==> src/rtl/io_pwm_led_pkg.sv <==
// io_pwm_pkg: register map offsets, CTRL/STATUS bit positions and the PERIOD
// reset value shared by the PWM LED peripheral and its channel slices.
package io_pwm_pkg;

  localparam int unsigned CTRL_OFS     = 0;
  localparam int unsigned PRESCALE_OFS = 1;
  localparam int unsigned PERIOD_OFS   = 2;
  localparam int unsigned STATUS_OFS   = 3;
  localparam int unsigned DUTY_OFS     = 4;

  localparam int unsigned CTRL_EN_BIT  = 0;
  localparam int unsigned CTRL_INV_BIT = 1;
  localparam int unsigned CTRL_IRQ_BIT = 2;

  localparam int unsigned STAT_WRAP_BIT    = 0;
  localparam int unsigned STAT_SETTLED_BIT = 1;

  // PERIOD resets to all ones of the counter width, i.e. the longest period.
  function automatic logic [15:0] period_rst_val(input int unsigned cw);
    logic [15:0] v;
    v = '0;
    for (int i = 0; i < 16; i++) begin
      if (i < cw) v[i] = 1'b1;
    end
    return v;
  endfunction

endpackage

==> src/rtl/io_pwm_led_if.sv <==
// CPU DMA IO bus as seen by one peripheral on the read-data daisy chain.
// The master side also drives the upstream chained read data.
interface io_pwm_led_if;

  logic        dma_io_we;
  logic [13:0] dma_io_wadr;
  logic [15:0] dma_io_wdata;
  logic [13:0] dma_io_radr;
  logic [15:0] dma_io_rdata_in;
  logic [15:0] dma_io_rdata;

  modport master (
    output dma_io_we, dma_io_wadr, dma_io_wdata, dma_io_radr, dma_io_rdata_in,
    input  dma_io_rdata
  );

  modport slave (
    input  dma_io_we, dma_io_wadr, dma_io_wdata, dma_io_radr, dma_io_rdata_in,
    output dma_io_rdata
  );

endinterface

==> src/rtl/io_pwm_chan.sv <==
// io_pwm_chan: one PWM channel slice. Holds the duty shadow, which only
// changes at period wraps (or on enable) so the output never glitches, and
// produces the registered, optionally inverted compare output.
// Optional macro IO_PWM_FADE_EN: the shadow steps by one toward the
// programmed duty on each wrap instead of jumping, and settled_o reports
// shadow == duty. Without it settled_o is tied low.
module io_pwm_chan #(
  parameter int CW = 8
) (
  input  logic          clk,
  input  logic          rst,
  input  logic          en_i,
  input  logic          en_load_i,
  input  logic          wrap_i,
  input  logic          inv_i,
  input  logic [CW-1:0] duty_i,
  input  logic [CW-1:0] cnt_i,
  output logic          pwm_o,
  output logic          settled_o
);

`ifdef IO_PWM_FADE_EN
  localparam logic [CW-1:0] ONE = CW'(1);
`endif

  logic [CW-1:0] duty_sh_q, duty_sh_d;
  logic          pwm_q;

  // Next duty shadow: direct load on enable, cleared while disabled, updated at wrap.
  always_comb begin
    duty_sh_d = duty_sh_q;
    if (en_load_i) begin
      duty_sh_d = duty_i;
    end else if (!en_i) begin
      duty_sh_d = '0;
    end else if (wrap_i) begin
`ifdef IO_PWM_FADE_EN
      if (duty_sh_q < duty_i) begin
        duty_sh_d = duty_sh_q + ONE;
      end else if (duty_sh_q > duty_i) begin
        duty_sh_d = duty_sh_q - ONE;
      end
`else
      duty_sh_d = duty_i;
`endif
    end
  end

  // Shadow register and registered compare output.
  always_ff @(posedge clk) begin
    if (rst) begin
      duty_sh_q <= '0;
      pwm_q     <= 1'b0;
    end else begin
      duty_sh_q <= duty_sh_d;
      pwm_q     <= (cnt_i < duty_sh_q) ^ inv_i;
    end
  end

  assign pwm_o = pwm_q;

`ifdef IO_PWM_FADE_EN
  assign settled_o = (duty_sh_q == duty_i);
`else
  assign settled_o = 1'b0;
`endif

endmodule

==> src/rtl/io_pwm_led.sv <==
// io_pwm_led: NCH-channel PWM LED/GPIO peripheral on the CPU DMA IO bus.
// Owns register decode, the shared prescaler and period counter, and the
// sticky wrap status. Reads are combinational and chain through
// dma_io_rdata_in when the read address misses this block.
// Optional macro IO_PWM_FADE_EN (see io_pwm_chan): duty fades one step per
// wrap and STATUS bit1 reports all channels settled.
module io_pwm_led
  import io_pwm_pkg::*;
#(
  parameter int          NCH      = 3,
  parameter int          CW       = 8,
  parameter logic [13:0] BASE_ADR = 14'h3000
) (
  input  logic           clk,
  input  logic           rst,
  io_pwm_led_if.slave    bus,
  output logic [NCH-1:0] pwm_out,
  output logic           wrap_irq
);

  localparam logic [13:0]   NMAP      = 14'(DUTY_OFS + NCH);
  localparam logic [CW-1:0] CNT_MAX   = '1;
  localparam logic [CW-1:0] ONE       = CW'(1);
  localparam logic [CW-1:0] PERIOD_RV = CW'(period_rst_val(CW));

  logic [2:0]    ctrl_q;
  logic [CW-1:0] prescale_q;
  logic [CW-1:0] period_q;
  logic          wrap_q, wrap_d;
  logic [CW-1:0] duty_q [NCH];
  logic [CW-1:0] pre_q, pre_d;
  logic [CW-1:0] cnt_q, cnt_d;

  logic [13:0]   wofs, rofs;
  logic          whit, rhit;
  logic          we_ctrl, we_pre, we_per, we_stat;
  logic [NCH-1:0] we_duty;
  logic          en, en_load, tick, wrap_pulse;
  logic [NCH-1:0] settled;
  logic [15:0]   rval;

  assign wofs = bus.dma_io_wadr - BASE_ADR;
  assign rofs = bus.dma_io_radr - BASE_ADR;
  assign whit = bus.dma_io_we && (wofs < NMAP);
  assign rhit = (rofs < NMAP);

  assign we_ctrl = whit && (wofs == 14'(CTRL_OFS));
  assign we_pre  = whit && (wofs == 14'(PRESCALE_OFS));
  assign we_per  = whit && (wofs == 14'(PERIOD_OFS));
  assign we_stat = whit && (wofs == 14'(STATUS_OFS));

  // Per-channel duty write strobes.
  always_comb begin
    for (int i = 0; i < NCH; i++) begin
      we_duty[i] = whit && (wofs == 14'(DUTY_OFS + i));
    end
  end

  assign en      = ctrl_q[CTRL_EN_BIT];
  assign en_load = we_ctrl && bus.dma_io_wdata[CTRL_EN_BIT] && !en;
  assign tick    = en && (pre_q == prescale_q);
  // The all-ones term covers PERIOD being lowered below the running count.
  assign wrap_pulse = tick && ((cnt_q == period_q) || (cnt_q == CNT_MAX));

  // Prescaler and period counter next state; both held at zero while disabled.
  always_comb begin
    pre_d = pre_q;
    cnt_d = cnt_q;
    if (!en) begin
      pre_d = '0;
      cnt_d = '0;
    end else if (tick) begin
      pre_d = '0;
      cnt_d = (cnt_q == period_q) ? '0 : cnt_q + ONE;
    end else begin
      pre_d = pre_q + ONE;
    end
  end

  // Sticky wrap: a wrap in the same cycle as a STATUS write keeps it set.
  always_comb begin
    wrap_d = wrap_q;
    if (wrap_pulse) begin
      wrap_d = 1'b1;
    end else if (we_stat) begin
      wrap_d = 1'b0;
    end
  end

  // Configuration registers, counters and status.
  always_ff @(posedge clk) begin
    if (rst) begin
      ctrl_q     <= '0;
      prescale_q <= '0;
      period_q   <= PERIOD_RV;
      wrap_q     <= 1'b0;
      pre_q      <= '0;
      cnt_q      <= '0;
      for (int i = 0; i < NCH; i++) duty_q[i] <= '0;
    end else begin
      if (we_ctrl) ctrl_q     <= bus.dma_io_wdata[2:0];
      if (we_pre)  prescale_q <= bus.dma_io_wdata[CW-1:0];
      if (we_per)  period_q   <= bus.dma_io_wdata[CW-1:0];
      for (int i = 0; i < NCH; i++) begin
        if (we_duty[i]) duty_q[i] <= bus.dma_io_wdata[CW-1:0];
      end
      wrap_q <= wrap_d;
      pre_q  <= pre_d;
      cnt_q  <= cnt_d;
    end
  end

  for (genvar g = 0; g < NCH; g++) begin : g_chan
    io_pwm_chan #(.CW(CW)) u_chan (
      .clk       (clk),
      .rst       (rst),
      .en_i      (en),
      .en_load_i (en_load),
      .wrap_i    (wrap_pulse),
      .inv_i     (ctrl_q[CTRL_INV_BIT]),
      .duty_i    (duty_q[g]),
      .cnt_i     (cnt_q),
      .pwm_o     (pwm_out[g]),
      .settled_o (settled[g])
    );
  end

  // Read mux: zero-extended register on hit, otherwise pass the chain through.
  always_comb begin
    rval = '0;
    if (rofs == 14'(CTRL_OFS)) begin
      rval[2:0] = ctrl_q;
    end else if (rofs == 14'(PRESCALE_OFS)) begin
      rval[CW-1:0] = prescale_q;
    end else if (rofs == 14'(PERIOD_OFS)) begin
      rval[CW-1:0] = period_q;
    end else if (rofs == 14'(STATUS_OFS)) begin
      rval[STAT_WRAP_BIT]    = wrap_q;
      rval[STAT_SETTLED_BIT] = &settled;
    end
    for (int i = 0; i < NCH; i++) begin
      if (rofs == 14'(DUTY_OFS + i)) rval[CW-1:0] = duty_q[i];
    end
  end

  assign bus.dma_io_rdata = rhit ? rval : bus.dma_io_rdata_in;
  assign wrap_irq = wrap_q && ctrl_q[CTRL_IRQ_BIT];

endmodule
==> src/flat_wrapper.sv <==
// flat-port wrapper written by rule: the top's interface ports become plain ports
module io_pwm_led_flat import io_pwm_pkg::*;
#(
  parameter int          NCH      = 3,
  parameter int          CW       = 8,
  parameter logic [13:0] BASE_ADR = 14'h3000
)
  (clk, rst, pwm_out, wrap_irq, bus_dma_io_we, bus_dma_io_wadr, bus_dma_io_wdata, bus_dma_io_radr, bus_dma_io_rdata_in, bus_dma_io_rdata);
  io_pwm_led_if bus_i ();
  input  logic clk;
  input  logic rst;
  output logic [NCH-1:0] pwm_out;
  output logic wrap_irq;
  input wire logic [$bits(bus_i.dma_io_we)-1:0] bus_dma_io_we;
  input wire logic [$bits(bus_i.dma_io_wadr)-1:0] bus_dma_io_wadr;
  input wire logic [$bits(bus_i.dma_io_wdata)-1:0] bus_dma_io_wdata;
  input wire logic [$bits(bus_i.dma_io_radr)-1:0] bus_dma_io_radr;
  input wire logic [$bits(bus_i.dma_io_rdata_in)-1:0] bus_dma_io_rdata_in;
  output wire logic [$bits(bus_i.dma_io_rdata)-1:0] bus_dma_io_rdata;
  assign bus_i.dma_io_we = bus_dma_io_we;
  assign bus_i.dma_io_wadr = bus_dma_io_wadr;
  assign bus_i.dma_io_wdata = bus_dma_io_wdata;
  assign bus_i.dma_io_radr = bus_dma_io_radr;
  assign bus_i.dma_io_rdata_in = bus_dma_io_rdata_in;
  assign bus_dma_io_rdata = bus_i.dma_io_rdata;
  io_pwm_led #(.NCH(NCH), .CW(CW), .BASE_ADR(BASE_ADR)) u_core (.clk(clk), .rst(rst), .bus(bus_i), .pwm_out(pwm_out), .wrap_irq(wrap_irq));
endmodule
==> config.mk <==
export PLATFORM = sky130hd
export DESIGN_NAME = io_pwm_led_flat
export DESIGN_NICKNAME = d
export VERILOG_FILES = /design/src/rtl/io_pwm_led_pkg.sv /design/src/rtl/io_pwm_led_if.sv /design/src/rtl/io_pwm_chan.sv /design/src/rtl/io_pwm_led.sv /design/src/flat_wrapper.sv
export SDC_FILE = /design/constraint.sdc
export NUM_CORES = 1
export LEC_CHECK = 0
export BUFFER_PORTS_ARGS = -buffer_cell sky130_fd_sc_hd__buf_4
export CORE_MARGIN = 5
export CORE_UTILIZATION = 25
export DETAILED_ROUTE_END_ITERATION = 10
export GPL_TIMING_DRIVEN = 0
export PLACE_DENSITY = 0.46
export SLEW_MARGIN = 5
export SYNTH_ARGS = -nofsm -noshare
export SYNTH_HDL_FRONTEND = slang
export SYNTH_HIERARCHICAL = 1
export SYNTH_SLANG_ARGS = --single-unit
==> constraint.sdc <==
create_clock -name clk -period 3 [get_ports clk]
set_input_delay 0.15 -clock clk [delete_from_list [all_inputs] [get_ports clk]]
set_output_delay 0.15 -clock clk [all_outputs]
set_load 0.02 [all_outputs]
# Word-level counts from Yosys, hierarchy flattened
# Memory sizes are Yosys's and may differ from the RTL's.
# Cells that the tools add are included.
# totals
reg_bits	63
memories	1
mem_bits_ro	0
word_cells	101
output_inout_bits	20
ramBits	24
inputBits	63
latchBits	0
# classes
order_cmp	5
shift	0
mul	0
n_eq_ne	16
div_mod_pow	0
n_addsub	4
n_reduce_logical	20
n_mux	36
bitwise	7
# mem_list
name	words	word_bits	read_ports	rd_clocked_by_memory_dff	wr	line	text
u_core.duty_q	3	8	3	0	3	io_pwm_led.sv:30	logic [CW-1:0] duty_q [NCH];
# ops
operator	n
8-bit 2-to-1 mux	17
14-bit by 3-bit equality test with 1-bit output (second input constant)	6
14-bit by 2-bit equality test with 1-bit output (second input constant)	4
14-bit by 1-bit equality test with 1-bit output (second input constant)	2
14-bit zero test	2
14-bit by 3-bit < comparator with 1-bit output (second input constant)	2
14-bit subtractor (second input constant)	2
8-bit < comparator	3
8-bit by 1-bit adder with 8-bit output (second input constant)	2
8-bit equality test	2
16-bit 2-to-1 mux	1
1-bit 2-to-1 mux	14
1-bit logical AND	13
8-bit equality test (second input constant)	1
6-bit 2-to-1 mux	1
5-bit 2-to-1 mux	1
3-bit 2-to-1 mux	1
3-bit inequality test (second input constant)	1
1-bit bitwise OR	3
3-bit OR reduction	1
1-bit bitwise XOR	3
2-bit 2-to-1 mux	1
2-bit nonzero test	1
2-bit OR reduction	1
other kinds (3)	3

# Depth between registers and ports, before layout
# depth
ltp_word	10
depth_mapped	10
depth_no_buf	8

# Modules after synthesis
# The synthesis kept the hierarchy.
# by_module_without_submodules
mod	area_each_um2	cells_each	instances	seq_area_each_um2
io_pwm_led	3072.9	322	1	1441.4
io_pwm_chan	600.6	69	3	180.2

# Worst setup path before layout
# No wires, ideal clock.
# synth_path
kind	in2reg
from	input port bus_dma_io_wadr[9]
to	register u_core.g_chan[0].u_chan.duty_sh_q[7]
cell_stages	9
setup_time_ns	0.117
arrival_time_ns	2.009
n_path_buf	1
required_time_ns	2.883
setup_slack_ns	0.874
cell_sequence	or4b_1 -> and4bb_1 -> nand2_1 -> nor3b_1 -> buf_2 -> nor2_2 -> a22o_1 -> a22oi_1 -> nor2_1
# synth_between
elab_chain_len	7
word_cells_on_any_way	9
cone_classes	1 x add/sub; 1 x order compare; 1 x eq/ne; 1 x mux; 5 x reduce/logical
# synth_lines
item	line	text
start: declaration	flat_wrapper.sv:15	input wire logic [$bits(bus_i.dma_io_wadr)-1:0] bus_dma_io_wadr;
14-bit subtractor (*)	io_pwm_led.sv:42	assign wofs = bus.dma_io_wadr - BASE_ADR;
14-bit by 3-bit < comparator with 1-bit output	io_pwm_led.sv:44	assign whit = bus.dma_io_we && (wofs < NMAP);
1-bit logical AND	io_pwm_led.sv:44	
1-bit logical AND (*)	io_pwm_led.sv:47	assign we_ctrl = whit && (wofs == 14'(CTRL_OFS));
1-bit logical AND (*) (2 in a row)	io_pwm_led.sv:60	assign en_load = we_ctrl && bus.dma_io_wdata[CTRL_EN_BIT] && !en;
named net u_core.en_load	io_pwm_led.sv:38	logic en, en_load, tick, wrap_pulse;
3-bit inequality test (no source line) or 8-bit 2-to-1 mux (tied branches)	n/a	
end signal: assignment	io_pwm_chan.sv:55	duty_sh_q <= duty_sh_d;
end: declaration	io_pwm_chan.sv:26	logic [CW-1:0] duty_sh_q, duty_sh_d;
# The timed path passes the listed nets; every way through them passes the cells marked *.
# A chain may end at the register's enable or synchronous reset.

# Worst setup path in the final report
# layout_path
from	register u_core.cnt_q[5]
to	register u_core.g_chan[0].u_chan.duty_sh_q[3]
# layout_between
elab_chain_len	4
word_cells_on_any_way	5
cone_classes	3 x eq/ne; 2 x reduce/logical
# layout_lines
item	line	text
start: declaration	io_pwm_led.sv:32	logic [CW-1:0] cnt_q, cnt_d;
start signal: assignment	io_pwm_led.sv:109	cnt_q <= cnt_d;
8-bit equality test	io_pwm_led.sv:63	assign wrap_pulse = tick && ((cnt_q == period_q) || (cnt_q == CNT_MAX));
1-bit logical OR (*)	io_pwm_led.sv:63	
1-bit logical AND (*)	io_pwm_led.sv:63	
3-bit inequality test (no source line) (*)	n/a	
# Mark *: on every way between the ends. The rest lies on a longest branch, timed or not.

==> impl_metrics.ini <==
[run_status]
outcome = completed

[floorplanning]
ios = 83
start_util_pct = 25.21
core-area_mm2 = 0.01933
num_rows = 51
die-area_mm2 = 0.02239
die-width_um = 149.6
die_y_um = 149.6

[timing]
clock_skew_ns = 0.007752
totalNegativeSetupSlack_ns = 0
slew_viol_final = 0
tightestPinTransition_ns = 0.8575
worst_slew_margin_rel_pct = 42.45
finalSetupViolations = 0
finalCritPeriodShare_pct = 90.70
fmax_ghz = 0.3675
finalCriticalPeriod_ns = 2.721
rsz0062_at_grt = no
hold_viol = 0
finalWorstSetupSlack_ns = 0.2789

[min_path]
hold_depth = 3
holdCritPathClass = in2reg
hp-start = bus_dma_io_wdata[7]

[power]
ir_worst_vdd_mv = 0.3639
pwr-share-comb_pct = 7.2
clkPwrFrac_pct = 45.1
internal_power_w = 0.001988
p_seq_share_pct = 47.7
p_leak_nw = 2.422
power_density_mw_per_mm2 = 428.8
power_w = 0.002602
p_sw_w = 0.0006141
switching_share_pct = 23.61

[global_route]
grt_max_degree = 17
grt_pass1_vias = 4259
antenna_found_initial = 0
grt_overflow = 0
globalRouteTotalUtil_pct = 13.59
grt_pass1_wl_um = 23510

[layout]
synthToLayoutAreaGrowth_pct = 24.46
diodes = 0
layout.nets = 697
drive_gt1_share_pct = 19.81

[yosys]
syn-num-nets = 615
synth_top_area_share_pct = 25.87
synth.area.mux_share_pct = 5.878
yosysSeqAreaShare_pct = 40.66
yosysTopAreaCell = dfxtp_1
synth_ff_type = dfxtp_1
synthCells = 529
synth.top_cells.by_count = 63 x dfxtp_1, 51 x nor2_1, 38 x nand2_1
synth_simple_gate_area_share_pct = 20.41
synthTopCellsByArea = dfxtp_1 26%, edfxtp_1 15%, ha_1 5.9%
synth.most_common_cell = dfxtp_1
postSynthAreaPerCell_um2 = 9.215
yosysUniqueCellTypes = 56
ys.warnings.count = 6
synth-seq-cells = 87
synth_adder_area_share_pct = 5.903
synth_compound_area_share_pct = 17.92
synth_top_family_by_area = simple AND/OR/NAND/NOR gates
synthXorXnorAreaFrac_pct = 3.953
syn_area_mm2 = 0.004875
synthArstFlopShare_pct = 0
synth_edf_count = 24

[placed_design]
dpl_worst_slack_ns = 0.09796
portBuffers = 71
place_hpwl_um = 11870
gp_congestion = 0.8435

[cts]
ctsHtreeMaxLevel = 3
post_cts_resize_count = 0
cts.clk_slew.worst_paths_ns = 0.07
cts-root-buf = clkbuf_16
cts_setup_buffers = 0
clk_path_buf_depth = 2
cts_tree = built
cts-buffers-inserted = 9
hold_buffers = 0
clock_latency_ns = 0.34
cts_sinks = 87

[setup_path]
cp_max_fo = 9
r2r_end = u_core/g_chan[0].u_chan/duty_sh_q[3]
critPathCapture = u_core/g_chan[0].u_chan/duty_sh_q[3]
rr_worst_depth = 9
critPathLaunch = u_core/cnt_q[5]
rrSetupSlack_ns = 0.28
timing.rr.start = u_core/cnt_q[5]
cp.required_ns = 3.23
cp-end-kind = register
startpoint_type = register
cp.arrival_ns = 2.96
crit_type = reg2reg

[flow_run]
drv_cap = 0

[route]
antenna_left = 0
vias = 4237
viasPerCell = 4.809
dr.pass1.iters = 4
drtIter0Drc = 299
wire_per_inst_um = 17.29
route.detailed.drc = 0
drt-total-wl_um = 15230
==> power groups by stage <==
stage,Sequential (W),Clock (W),Combinational [W]
after floorplan,0.00126,0,0.0000862
final,0.00124,0.00117,0.000187
after global routing,0.00124,0.00126,0.000202
after CTS,0.00124,0.00121,0.000188
after global placement,0.00127,0,0.000186
after detailed placement,0.00127,0,0.000187
==> metrics by stage <==
step	utilization, %	hold WS [ns]	area, um^2	instances
CTS	31.33	0.02421	6058	881
detailed placement	29.68	0.3935	5739	865
global placement	29.68	0.3846	5739	865
finish	31.38	0.03456	6067	881
floorplan	-	0.2224	4875	529
global route	31.38	0.04549	6067	881
==> worst min-delay path by stage <==
| stage | endpoint | slack, ns |
|---|---|---|
| final | u_core/period_q[7] | 0.03 |
| after global routing | u_core/period_q[6] | 0.05 |
| after CTS | u_core/period_q[7] | 0.02 |
| after detailed placement | u_core/period_q[7] | 0.39 |
| after global placement | u_core/period_q[7] | 0.38 |
| after floorplan | u_core/ctrl_q[1] | 0.22 |
==> flip-flops by register name, summed over array words and instances, names as in the netlist <==
register and flops:
u_core/wrap_q 1, u_core/g_chan.u_chan/duty_sh_q 24, u_core/cnt_q 8, u_core/prescale_q 8, u_core/g_chan.u_chan/pwm_o 3, u_core/pre_q 8
u_core/duty_q 24, u_core/ctrl_q 3, u_core/period_q 8
==> worst max-delay path, cell delays in order (launching register included) <==
cell and delay (ns):
dfxtp_1 0.65, xor2_1 0.15, nor4_1 0.28, nand2_1 0.33
a21oi_2 0.39, buf_2 0.28, nor2_2 0.12, a22o_1 0.19
a22oi_1 0.16, nor2_1 0.06
==> logic make-up after synthesis <==
kind of cell,after synthesis
mux,27
compound gates,119
buf+inv,56
xor+xnor,22
flops,87
simple gates,192
fa+ha+maj,23
other cells,3
==> layout by cell type (no fill, tap or decap), types with 3 or more instances in the layout <==
cell type / count
or2_1: 3
clkbuf_16: 11
edfxtp_1: 24
o21ai_0: 4
inv_1: 25
a2111oi_2: 3
and3_1: 6
nor2b_1: 5
a22oi_1: 27
nor4_1: 4
buf_2: 14
nor2_1: 51
nand2b_1: 9
a31oi_1: 4
mux2_2: 3
o22ai_1: 10
or4_1: 3
nand3_1: 15
clkbuf_1: 11
ha_1: 23
a211o_1: 3
mux2i_1: 23
nand4_1: 8
and2_1: 19
conb_1: 3
a21oi_1: 22
dfxtp_1: 63
or3_1: 7
nor2_2: 3
buf_4: 74
inv_6: 3
nand2_1: 38
a22o_1: 26
xor2_1: 21
o211ai_1: 7
nor3_1: 6
nand3b_1: 4
==> layer usage <==
layer  wire length (um)  track usage (%)  share of wire [%]
met5                  0                0                  0
met4                452            5.080                3.0
met3                735            3.180                4.8
met2               7319            21.83                 48
met1               6722            17.78                 44
==> layout make-up <==
class	count	area, um^2
clock buffer	11	275.3
inverter	25	93.84
buffer	31	152.6
multi-input combinational	386	2655
tap	265	331.6
timing repair buffer	71	533.0
sequential	87	1982
fill	2012	13270
clock inverter	5	43.79
No activity file was read; power rests on OpenSTA's default activity.
